[config.mk]
export PLATFORM = sky130hd
export DESIGN_NAME = regfile_wb_arb_flat
export DESIGN_NICKNAME = d
export VERILOG_FILES = /design/src/rtl/cpu_pkg.sv /design/src/rtl/regfile_wb_arb_if.sv /design/src/rtl/wb_scoreboard.sv /design/src/rtl/regfile_wb_arb.sv /design/src/flat_wrapper.sv
export SDC_FILE = /design/constraint.sdc
export NUM_CORES = 1
export LEC_CHECK = 0
export CAP_MARGIN = 0
export CORE_AREA = 4 4 106 108
export DETAILED_ROUTE_END_ITERATION = 8
export DIE_AREA = 0 0 110 112
export PLACE_DENSITY = 0.76
export SYNTH_ARGS = -nofsm -noshare
export SYNTH_HDL_FRONTEND = slang
export SYNTH_SLANG_ARGS = --single-unit
[constraint.sdc]
create_clock -name clk -period 3.9 [get_ports clk]
set_clock_uncertainty 0.05 [all_clocks]
set_input_delay 0.78 -clock clk [delete_from_list [all_inputs] [get_ports clk]]
set_output_delay 0.78 -clock clk [all_outputs]
set_load 0.01 [all_outputs]
[src/rtl/cpu_pkg.sv]
// Shared CPU definitions: default register-file geometry and writeback requester indices.
package cpu_pkg;

   localparam int unsigned XLEN_DEF = 32;
   localparam int unsigned AW_DEF   = 5;

   typedef enum logic {
      REQ_ALU = 1'b0,
      REQ_LSU = 1'b1
   } req_e;

   function automatic req_e other_req(input req_e r);
      return (r == REQ_ALU) ? REQ_LSU : REQ_ALU;
   endfunction

endpackage

[src/rtl/regfile_wb_arb_if.sv]
// Writeback, issue-reservation and hazard-query signals between the pipeline and regfile_wb_arb.
interface regfile_wb_arb_if import cpu_pkg::*; #(
   parameter int unsigned XLEN = XLEN_DEF,
   parameter int unsigned AW   = AW_DEF
);

   logic            alu_valid;
   logic            alu_ready;
   logic [AW-1:0]   alu_rd;
   logic [XLEN-1:0] alu_data;

   logic            lsu_valid;
   logic            lsu_ready;
   logic [AW-1:0]   lsu_rd;
   logic [XLEN-1:0] lsu_data;

   logic            we;
   logic [AW-1:0]   rd_addr;
   logic [XLEN-1:0] rd_data;

   logic            issue_valid;
   logic            issue_ready;
   logic [AW-1:0]   issue_rd;

   logic [AW-1:0]   rs1_addr;
   logic [AW-1:0]   rs2_addr;
   logic            rs1_busy;
   logic            rs2_busy;

   modport master (
      output alu_valid, alu_rd, alu_data,
      output lsu_valid, lsu_rd, lsu_data,
      output issue_valid, issue_rd,
      output rs1_addr, rs2_addr,
      input  alu_ready, lsu_ready, issue_ready,
      input  we, rd_addr, rd_data,
      input  rs1_busy, rs2_busy
   );

   modport slave (
      input  alu_valid, alu_rd, alu_data,
      input  lsu_valid, lsu_rd, lsu_data,
      input  issue_valid, issue_rd,
      input  rs1_addr, rs2_addr,
      output alu_ready, lsu_ready, issue_ready,
      output we, rd_addr, rd_data,
      output rs1_busy, rs2_busy
   );

endinterface

[src/rtl/wb_scoreboard.sv]
// Per-register pending bits: set on destination reservation, cleared on writeback transfer.
module wb_scoreboard import cpu_pkg::*; #(
   parameter int unsigned AW = AW_DEF
) (
   input  logic          clk,
   input  logic          rst,
   input  logic          set_en,
   input  logic [AW-1:0] set_addr,
   input  logic          clr_en,
   input  logic [AW-1:0] clr_addr,
   input  logic [AW-1:0] issue_addr,
   output logic          issue_busy,
   input  logic [AW-1:0] rs1_addr,
   output logic          rs1_busy,
   input  logic [AW-1:0] rs2_addr,
   output logic          rs2_busy
);

   localparam int unsigned NumRegs = 1 << AW;

   logic [NumRegs-1:0] pending_q;
   logic [NumRegs-1:0] pending_d;

   // Set is applied after clear so a same-edge reservation of a retiring register survives.
   always_comb begin
      pending_d = pending_q;
      if (clr_en) begin
         pending_d[clr_addr] = 1'b0;
      end
      if (set_en) begin
         pending_d[set_addr] = 1'b1;
      end
      pending_d[0] = 1'b0;
   end

   always_ff @(posedge clk) begin
      if (rst) begin
         pending_q <= '0;
      end else begin
         pending_q <= pending_d;
      end
   end

   assign issue_busy = pending_q[issue_addr];
   assign rs1_busy   = pending_q[rs1_addr];
   assign rs2_busy   = pending_q[rs2_addr];

endmodule

[src/rtl/regfile_wb_arb.sv]
// Two-requester register-file writeback arbiter with WAW/RAW scoreboard.
// Define REGFILE_WB_RR_EN for round-robin conflict resolution; default is fixed LSU priority.
module regfile_wb_arb import cpu_pkg::*; #(
   parameter int unsigned XLEN = XLEN_DEF,
   parameter int unsigned AW   = AW_DEF
) (
   input logic             clk,
   input logic             rst,
   regfile_wb_arb_if.slave bus
);

   logic            alu_nz;
   logic            lsu_nz;
   logic            conflict;
   req_e            win;

   logic            alu_ready;
   logic            lsu_ready;
   logic            issue_ready;
   logic            issue_busy;
   logic            set_en;

   logic            wr_en;
   logic [AW-1:0]   wr_addr;
   logic [XLEN-1:0] wr_data;

   logic            we_q;
   logic [AW-1:0]   rd_addr_q;
   logic [XLEN-1:0] rd_data_q;

   assign alu_nz   = bus.alu_valid && (bus.alu_rd != '0);
   assign lsu_nz   = bus.lsu_valid && (bus.lsu_rd != '0);
   assign conflict = alu_nz && lsu_nz;

`ifdef REGFILE_WB_RR_EN
   req_e ptr_q;
   req_e ptr_d;

   // Pointer holds the last conflict winner; the other requester takes the next conflict.
   assign win = other_req(ptr_q);

   always_comb begin
      ptr_d = ptr_q;
      if (conflict) begin
         ptr_d = win;
      end
   end

   always_ff @(posedge clk) begin
      if (rst) begin
         ptr_q <= REQ_LSU;
      end else begin
         ptr_q <= ptr_d;
      end
   end
`else
   assign win = REQ_LSU;
`endif

   // A zero-destination requester never writes, so it is always accepted.
   always_comb begin
      alu_ready = 1'b0;
      lsu_ready = 1'b0;
      if (!rst) begin
         alu_ready = (bus.alu_rd == '0) || !conflict || (win == REQ_ALU);
         lsu_ready = (bus.lsu_rd == '0) || !conflict || (win == REQ_LSU);
      end
   end

   always_comb begin
      wr_en   = 1'b0;
      wr_addr = rd_addr_q;
      wr_data = rd_data_q;
      if (alu_nz && alu_ready) begin
         wr_en   = 1'b1;
         wr_addr = bus.alu_rd;
         wr_data = bus.alu_data;
      end else if (lsu_nz && lsu_ready) begin
         wr_en   = 1'b1;
         wr_addr = bus.lsu_rd;
         wr_data = bus.lsu_data;
      end
   end

   always_ff @(posedge clk) begin
      if (rst) begin
         we_q      <= 1'b0;
         rd_addr_q <= '0;
         rd_data_q <= '0;
      end else begin
         we_q      <= wr_en;
         rd_addr_q <= wr_addr;
         rd_data_q <= wr_data;
      end
   end

   assign issue_ready = !rst && !((bus.issue_rd != '0) && issue_busy);
   assign set_en      = bus.issue_valid && issue_ready && (bus.issue_rd != '0);

   wb_scoreboard #(
      .AW (AW)
   ) u_scoreboard (
      .clk        (clk),
      .rst        (rst),
      .set_en     (set_en),
      .set_addr   (bus.issue_rd),
      .clr_en     (wr_en),
      .clr_addr   (wr_addr),
      .issue_addr (bus.issue_rd),
      .issue_busy (issue_busy),
      .rs1_addr   (bus.rs1_addr),
      .rs1_busy   (bus.rs1_busy),
      .rs2_addr   (bus.rs2_addr),
      .rs2_busy   (bus.rs2_busy)
   );

   assign bus.alu_ready   = alu_ready;
   assign bus.lsu_ready   = lsu_ready;
   assign bus.issue_ready = issue_ready;
   assign bus.we          = we_q;
   assign bus.rd_addr     = rd_addr_q;
   assign bus.rd_data     = rd_data_q;

endmodule

[src/flat_wrapper.sv]
// flat-port wrapper written by rule: the top's interface ports become plain ports
module regfile_wb_arb_flat import cpu_pkg::*;
#(
   parameter int unsigned XLEN = XLEN_DEF,
   parameter int unsigned AW   = AW_DEF
)
  (clk, rst, bus_alu_valid, bus_alu_rd, bus_alu_data, bus_lsu_valid, bus_lsu_rd, bus_lsu_data, bus_issue_valid, bus_issue_rd, bus_rs1_addr, bus_rs2_addr, bus_alu_ready, bus_lsu_ready, bus_issue_ready, bus_we, bus_rd_addr, bus_rd_data, bus_rs1_busy, bus_rs2_busy);
  regfile_wb_arb_if #(.XLEN(XLEN), .AW(AW)) bus_i ();
  input logic clk;
  input logic rst;
  input wire logic [$bits(bus_i.alu_valid)-1:0] bus_alu_valid;
  input wire logic [$bits(bus_i.alu_rd)-1:0] bus_alu_rd;
  input wire logic [$bits(bus_i.alu_data)-1:0] bus_alu_data;
  input wire logic [$bits(bus_i.lsu_valid)-1:0] bus_lsu_valid;
  input wire logic [$bits(bus_i.lsu_rd)-1:0] bus_lsu_rd;
  input wire logic [$bits(bus_i.lsu_data)-1:0] bus_lsu_data;
  input wire logic [$bits(bus_i.issue_valid)-1:0] bus_issue_valid;
  input wire logic [$bits(bus_i.issue_rd)-1:0] bus_issue_rd;
  input wire logic [$bits(bus_i.rs1_addr)-1:0] bus_rs1_addr;
  input wire logic [$bits(bus_i.rs2_addr)-1:0] bus_rs2_addr;
  output wire logic [$bits(bus_i.alu_ready)-1:0] bus_alu_ready;
  output wire logic [$bits(bus_i.lsu_ready)-1:0] bus_lsu_ready;
  output wire logic [$bits(bus_i.issue_ready)-1:0] bus_issue_ready;
  output wire logic [$bits(bus_i.we)-1:0] bus_we;
  output wire logic [$bits(bus_i.rd_addr)-1:0] bus_rd_addr;
  output wire logic [$bits(bus_i.rd_data)-1:0] bus_rd_data;
  output wire logic [$bits(bus_i.rs1_busy)-1:0] bus_rs1_busy;
  output wire logic [$bits(bus_i.rs2_busy)-1:0] bus_rs2_busy;
  assign bus_i.alu_valid = bus_alu_valid;
  assign bus_i.alu_rd = bus_alu_rd;
  assign bus_i.alu_data = bus_alu_data;
  assign bus_i.lsu_valid = bus_lsu_valid;
  assign bus_i.lsu_rd = bus_lsu_rd;
  assign bus_i.lsu_data = bus_lsu_data;
  assign bus_i.issue_valid = bus_issue_valid;
  assign bus_i.issue_rd = bus_issue_rd;
  assign bus_i.rs1_addr = bus_rs1_addr;
  assign bus_i.rs2_addr = bus_rs2_addr;
  assign bus_alu_ready = bus_i.alu_ready;
  assign bus_lsu_ready = bus_i.lsu_ready;
  assign bus_issue_ready = bus_i.issue_ready;
  assign bus_we = bus_i.we;
  assign bus_rd_addr = bus_i.rd_addr;
  assign bus_rd_data = bus_i.rd_data;
  assign bus_rs1_busy = bus_i.rs1_busy;
  assign bus_rs2_busy = bus_i.rs2_busy;
  regfile_wb_arb #(.XLEN(XLEN), .AW(AW)) u_core (.clk(clk), .rst(rst), .bus(bus_i));
endmodule
# == Yosys cells after proc, flatten, opt, wreduce, memory -nomap -nowiden ==
# Cells that the tools add are included.
# word_totals
romBits,0
wordCells,54
out_inout_bits,43
ram_bits,0
input_bits,94
mem_count,0
regBits,70
latchBits,0
# op_classes
n_mux,20
addsub,0
n_reduce_logical,20
eq_ne,0
bitwise_logic,3
n_div,0
shifts,0
magnitude_cmp,6
multipliers,0
# ops
operator,count
2-to-1 mux 32 bit,4
AND 32 bit,1
inverter 32 bit,1
bitwise OR 32 bit,1
"less-than comparator 5 x 6 -> 1 bit, second input constant",4
binary-select mux 1 bit (select 5 bit),3
nonzero test 5 bit,3
logical AND 1 bit,11
demux 1 bit (select 5 bit),2
"greater-or-equal comparator 5 x 1 -> 1 bit, second input constant",2
2-to-1 mux 5 bit,2
2-to-1 mux 1 bit,9
zero test 5 bit,1
zero test 1 bit,3
nonzero test 2 bit,1
logical OR 1 bit,1

# == Depth between registers and ports, before layout ==
# logic_depth
word_depth,17
depth_mapped,9
ltp_nobuf,7

# == By module ==
# A second synthesis with hierarchy kept.
# hier_totals
cells_unflattened,503
area_unflattened_um2,4092.7
# by_module_without_submodules
mod,seq_area_each_um2,area_each_um2,cells_each,n_inst
wb_scoreboard,620.6,2179.6,265,1
regfile_wb_arb,760.7,1913.1,238,1

# == Least setup slack after synthesis ==
# OpenSTA, ideal clock, no wires.
# synth_path
path_type,in2out
startpoint,input bus_issue_rd[1]
endpoint,output bus_issue_ready
slack_ns,0.486
t_arrival_ns,2.584
required_ns,3.070
cell_stages,8
n_path_buf,3
cell_sequence,clkbuf_1 > mux2_2 > a32oi_1 > o2111ai_1 > or3_1 > buf_2 > clkbuf_1 > inv_1
# synth_between
elab_chain_len,5
elab_cells_between_ends,6
cone_classes,mux: 2; reduce/logical: 4
# synth_rtl
element,line_no,text
start: declaration,flat_wrapper.sv:18,input wire logic [$bits(bus_i.issue_rd)-1:0] bus_issue_rd;
binary-select mux 1 bit (select 5 bit),wb_scoreboard.sv:44,assign issue_busy = pending_q[issue_addr];
2-to-1 mux 1 bit (not written as such),wb_scoreboard.sv:44,
logical AND 1 bit (*),regfile_wb_arb.sv:97,assign issue_ready = !rst && !((bus.issue_rd != '0) && issue_busy);
zero test 1 bit (*),regfile_wb_arb.sv:97,
logical AND 1 bit (*),regfile_wb_arb.sv:97,
end: declaration,flat_wrapper.sv:23,output wire logic [$bits(bus_i.issue_ready)-1:0] bus_issue_ready;
# Mark *: on every way between the ends. The rest lies on a longest branch, timed or not. The select of a mux whose other input is x is not followed.

# == Worst setup path after layout ==
# layout_path
startpoint,input bus_rs2_addr[1]
endpoint,output bus_rs2_busy
# layout_between
elab_chain_len,2
# layout_rtl
element,line_no,text
start: declaration,flat_wrapper.sv:20,input wire logic [$bits(bus_i.rs2_addr)-1:0] bus_rs2_addr;
binary-select mux 1 bit (select 5 bit),wb_scoreboard.sv:46,assign rs2_busy = pending_q[rs2_addr];
2-to-1 mux 1 bit (not written as such),wb_scoreboard.sv:46,
end: declaration,flat_wrapper.sv:28,output wire logic [$bits(bus_i.rs2_busy)-1:0] bus_rs2_busy;
# Every way passes these cells. The select of a mux whose other input is x is not followed.

==> flow_metrics.env <==
export IMPL_status="complete, no violations"
export IMPL_cts_root_buf="clkbuf_8"
export IMPL_ant_nets=0
export IMPL_area_delta_synth_final_pct=45.19
export IMPL_grt_usage_pct=22.74
export IMPL_finalSetupViolations=0
export IMPL_coreArea_um2=10230
export IMPL_grt_first_pass_wirelength_mm=21.98
export IMPL_yosysTopAreaCellShare_pct=34.15
export IMPL_initial_utilization_pct=39.54
export IMPL_slew_limit_headroom_pct=53.96
export IMPL_synth_area_leaders="dfxtp_1 34%, mux4_2 13%, mux2i_1 8.7%, a211oi_1 6.3%, nor2_1 4.3%"
export IMPL_synth_commonest_cells="69 x dfxtp_1, 46 x nor2_1, 35 x mux2i_1, 34 x a211oi_1, 31 x clkbuf_1"
export IMPL_synth_top_family_by_area="compound AO/OA/AOI/OAI gates"
export IMPL_cts_setup_buffers=0
export IMPL_worst_pin_slew_ps=686.0
export IMPL_cp_max_fo=8
export IMPL_power_frac_comb_pct=23.7
export IMPL_yosys_area_top_type="dfxtp_1"
export IMPL_wl_mm=13.84
export IMPL_drive_gt1_share_pct=15.15
export IMPL_dieHeight_um=112
export IMPL_rsz0062_at_grt="no"
export IMPL_vias=4187
export IMPL_reg2reg_depth=7
export IMPL_dp_hpwl_mm=10.65
export IMPL_ys_seq_elements=69
export IMPL_switching_share_pct=28.08
export IMPL_die_x_um=110
export IMPL_async_reset_ff_share_pct=0
export IMPL_clock_latency_ps=350
export IMPL_htreeDepth=3
export IMPL_cts_tree="built"
export IMPL_ir_worst_vdd_uv=221.2
export IMPL_max_freq_ghz=0.2626
export IMPL_synth_fa_ha_area_share_pct=0
export IMPL_power_density_nw_per_um2=303.2
export IMPL_rows=37
export IMPL_io_pins=137
export IMPL_worstSetupPathType="input pin to output pin"
export IMPL_drtIter0Drc=242
export IMPL_worst_slack_ps=91.47
export IMPL_clock_path_buffers=2
export IMPL_slew_viol_final=0
export IMPL_synth_fp_nets=514
export IMPL_ys_seq_area_share_pct=34.15
export IMPL_synth_compound_area_share_pct=24.13
export IMPL_power_clock_fraction_pct=33.6
export IMPL_synth_edf_count=0
export IMPL_synth_top_flop_cell="dfxtp_1"
export IMPL_worstSetupStartpointType="input pin"
export IMPL_cts_buffers_inserted=9
export IMPL_intPower_w=0.001281
export IMPL_antenna_found_initial=0
export IMPL_gp_congestion=0.9703
export IMPL_vias_per_cell=6.007
export IMPL_drv_cap=0
export IMPL_critical_path_required_ps=3070
export IMPL_syn_area_per_cell_um2=9.631
export IMPL_synth_warnings=0
export IMPL_power_share_sequential_pct=42.7
export IMPL_synth_mux_area_share_pct=23.41
export IMPL_wl_per_cell_um=19.85
export IMPL_hp_class="flip-flop to flip-flop"
export IMPL_arrival_ps=2980
export IMPL_grt_overflow=0
export IMPL_synthSimpleGateAreaFrac_pct=13.98
export IMPL_p_switching_w=0.0004999
export IMPL_fin_crit_sh_pct=97.65
export IMPL_port_buffers=136
export IMPL_finalHoldViolCount=0
export IMPL_power_w=0.001781
export IMPL_clk_pin_slew_worst_paths_ps=80
export IMPL_drc_errors=0
export IMPL_nNetsFinal=650
export IMPL_grt_max_degree=66
export IMPL_leakagePower_nw=2.109
export IMPL_nFillCells=885
export IMPL_post_place_ws_ps=-220.3
export IMPL_min_path_cells=2
export IMPL_netlist_area_um2=4045
export IMPL_ys_types=52
export IMPL_dieArea_um2=12320
export IMPL_grt_pass1_vias=4358
export IMPL_postSynthCellCount=420
export IMPL_yosysMostFrequentCell="dfxtp_1"
export IMPL_synthXorXnorAreaFrac_pct=0
export IMPL_antenna_cells=0
export IMPL_clock_sinks=69
export IMPL_dr_pass1_iters=5
export IMPL_end_kind="output pin"
export IMPL_min_period_ps=3809
[state kept, by name (all words and copies together) (netlist names)]
signal	cells
u_core.bus.rd_data	32
u_core.u_scoreboard.pending_q	31
u_core.bus.rd_addr	5
u_core.bus.we	1
[power groups by stage]
| stage | Clock [W] | Sequential [W] | Combinational, W |
|---|---|---|---|
| detailed placement | 0 | 0.000776 | 0.000419 |
| global route | 0.000638 | 0.000764 | 0.000454 |
| floorplan | 0 | 0.000786 | 0.000176 |
| global placement | 0 | 0.000774 | 0.000412 |
| finish | 0.000599 | 0.000760 | 0.000422 |
| CTS | 0.000610 | 0.000760 | 0.000421 |
[cell type report]
cell class	count	area (um2)	share of cell area, %
inverter	7	26.28	0.4474
sequential	69	1381	23.52
clock inverter	5	60.06	1.023
multi-input combinational	307	2511	42.76
timing repair buffer	162	1583	26.95
tap	136	170.2	2.897
clock buffer	11	141.4	2.407
[cells by family (layout without fill, tap and decap cells)]
group	after synthesis	in the layout
flip-flops	69	69
AND/OR/NAND/NOR	114	114
buffers and inverters	44	185
AO/OA/AOI/OAI	129	129
multiplexers	64	64
[worst max-delay path, cell delays in order]
cell,delay [ps]
clkdlybuf4s50_1,490
buf_4,170
mux4_2,300
mux4_2,480
mux2_2,280
clkdlybuf4s50_1,480
[per-layer routing]
metal | global-route usage, % | vias up | share of wire, %
met4 | 12.39 | 0 | 3.9
met5 | 0 | - | 0
met1 | 26.51 | 1998 | 38
met3 | 7.594 | 41 | 11
li1 | - | 1926 | -
met2 | 36.33 | 222 | 48
[cell usage in the layout, fill, tap and decap left out, types with 4 or more instances in the layout]
| cell | instances |
|---|---|
| nand2b_1 | 7 |
| or3_1 | 6 |
| o211ai_1 | 16 |
| nand3_1 | 8 |
| inv_1 | 7 |
| mux2_2 | 5 |
| nand2_1 | 19 |
| buf_4 | 23 |
| dfxtp_1 | 69 |
| clkinvlp_4 | 4 |
| nor2_1 | 46 |
| clkbuf_8 | 10 |
| or2_2 | 5 |
| o41ai_1 | 6 |
| a211oi_1 | 34 |
| clkdlybuf4s50_1 | 133 |
| mux4_2 | 24 |
| o21ai_0 | 11 |
| o31ai_1 | 12 |
| mux2i_1 | 35 |
| o311ai_0 | 11 |
| o21ai_1 | 10 |
[timing repair]
action / 4_1_cts / 5_1_grt
resized for setup: 3 / 2
endpoints found under the hold margin: 0 / 0
hold buffers: 0 / 0
setup endpoints to repair: 3 / 1
[through the flow]
step	hold slack (ps)	TNS [ps]	area, um2	utilization [%]	instances
6_report	491.9	0	5873	57.40	697
5_1_grt	525.5	0	5873	57.40	697
4_1_cts	492.6	0	5868	57.36	697
3_5_place_dp	478.1	-420.6	5670	55.42	681
3_3_place_gp	476.1	-380.2	5670	55.42	681
2_1_floorplan	411.1	0	4045	-	420
[path summary, 6_finish.rpt]
path	slack, ps	from	to
max reg2reg	1250	u_core.u_scoreboard.pending_q[12]$_SDFF_PP0_	u_core.u_scoreboard.pending_q[31]$_SDFF_PP0_
min reg2reg	490	u_core.bus.rd_addr[1]$_SDFF_PP0_	u_core.bus.rd_addr[1]$_SDFF_PP0_
max	90	bus_rs2_addr[1]	bus_rs2_busy
min	490	u_core.bus.rd_addr[1]$_SDFF_PP0_	u_core.bus.rd_addr[1]$_SDFF_PP0_
Note: power is estimated with default switching activity, not from simulation.
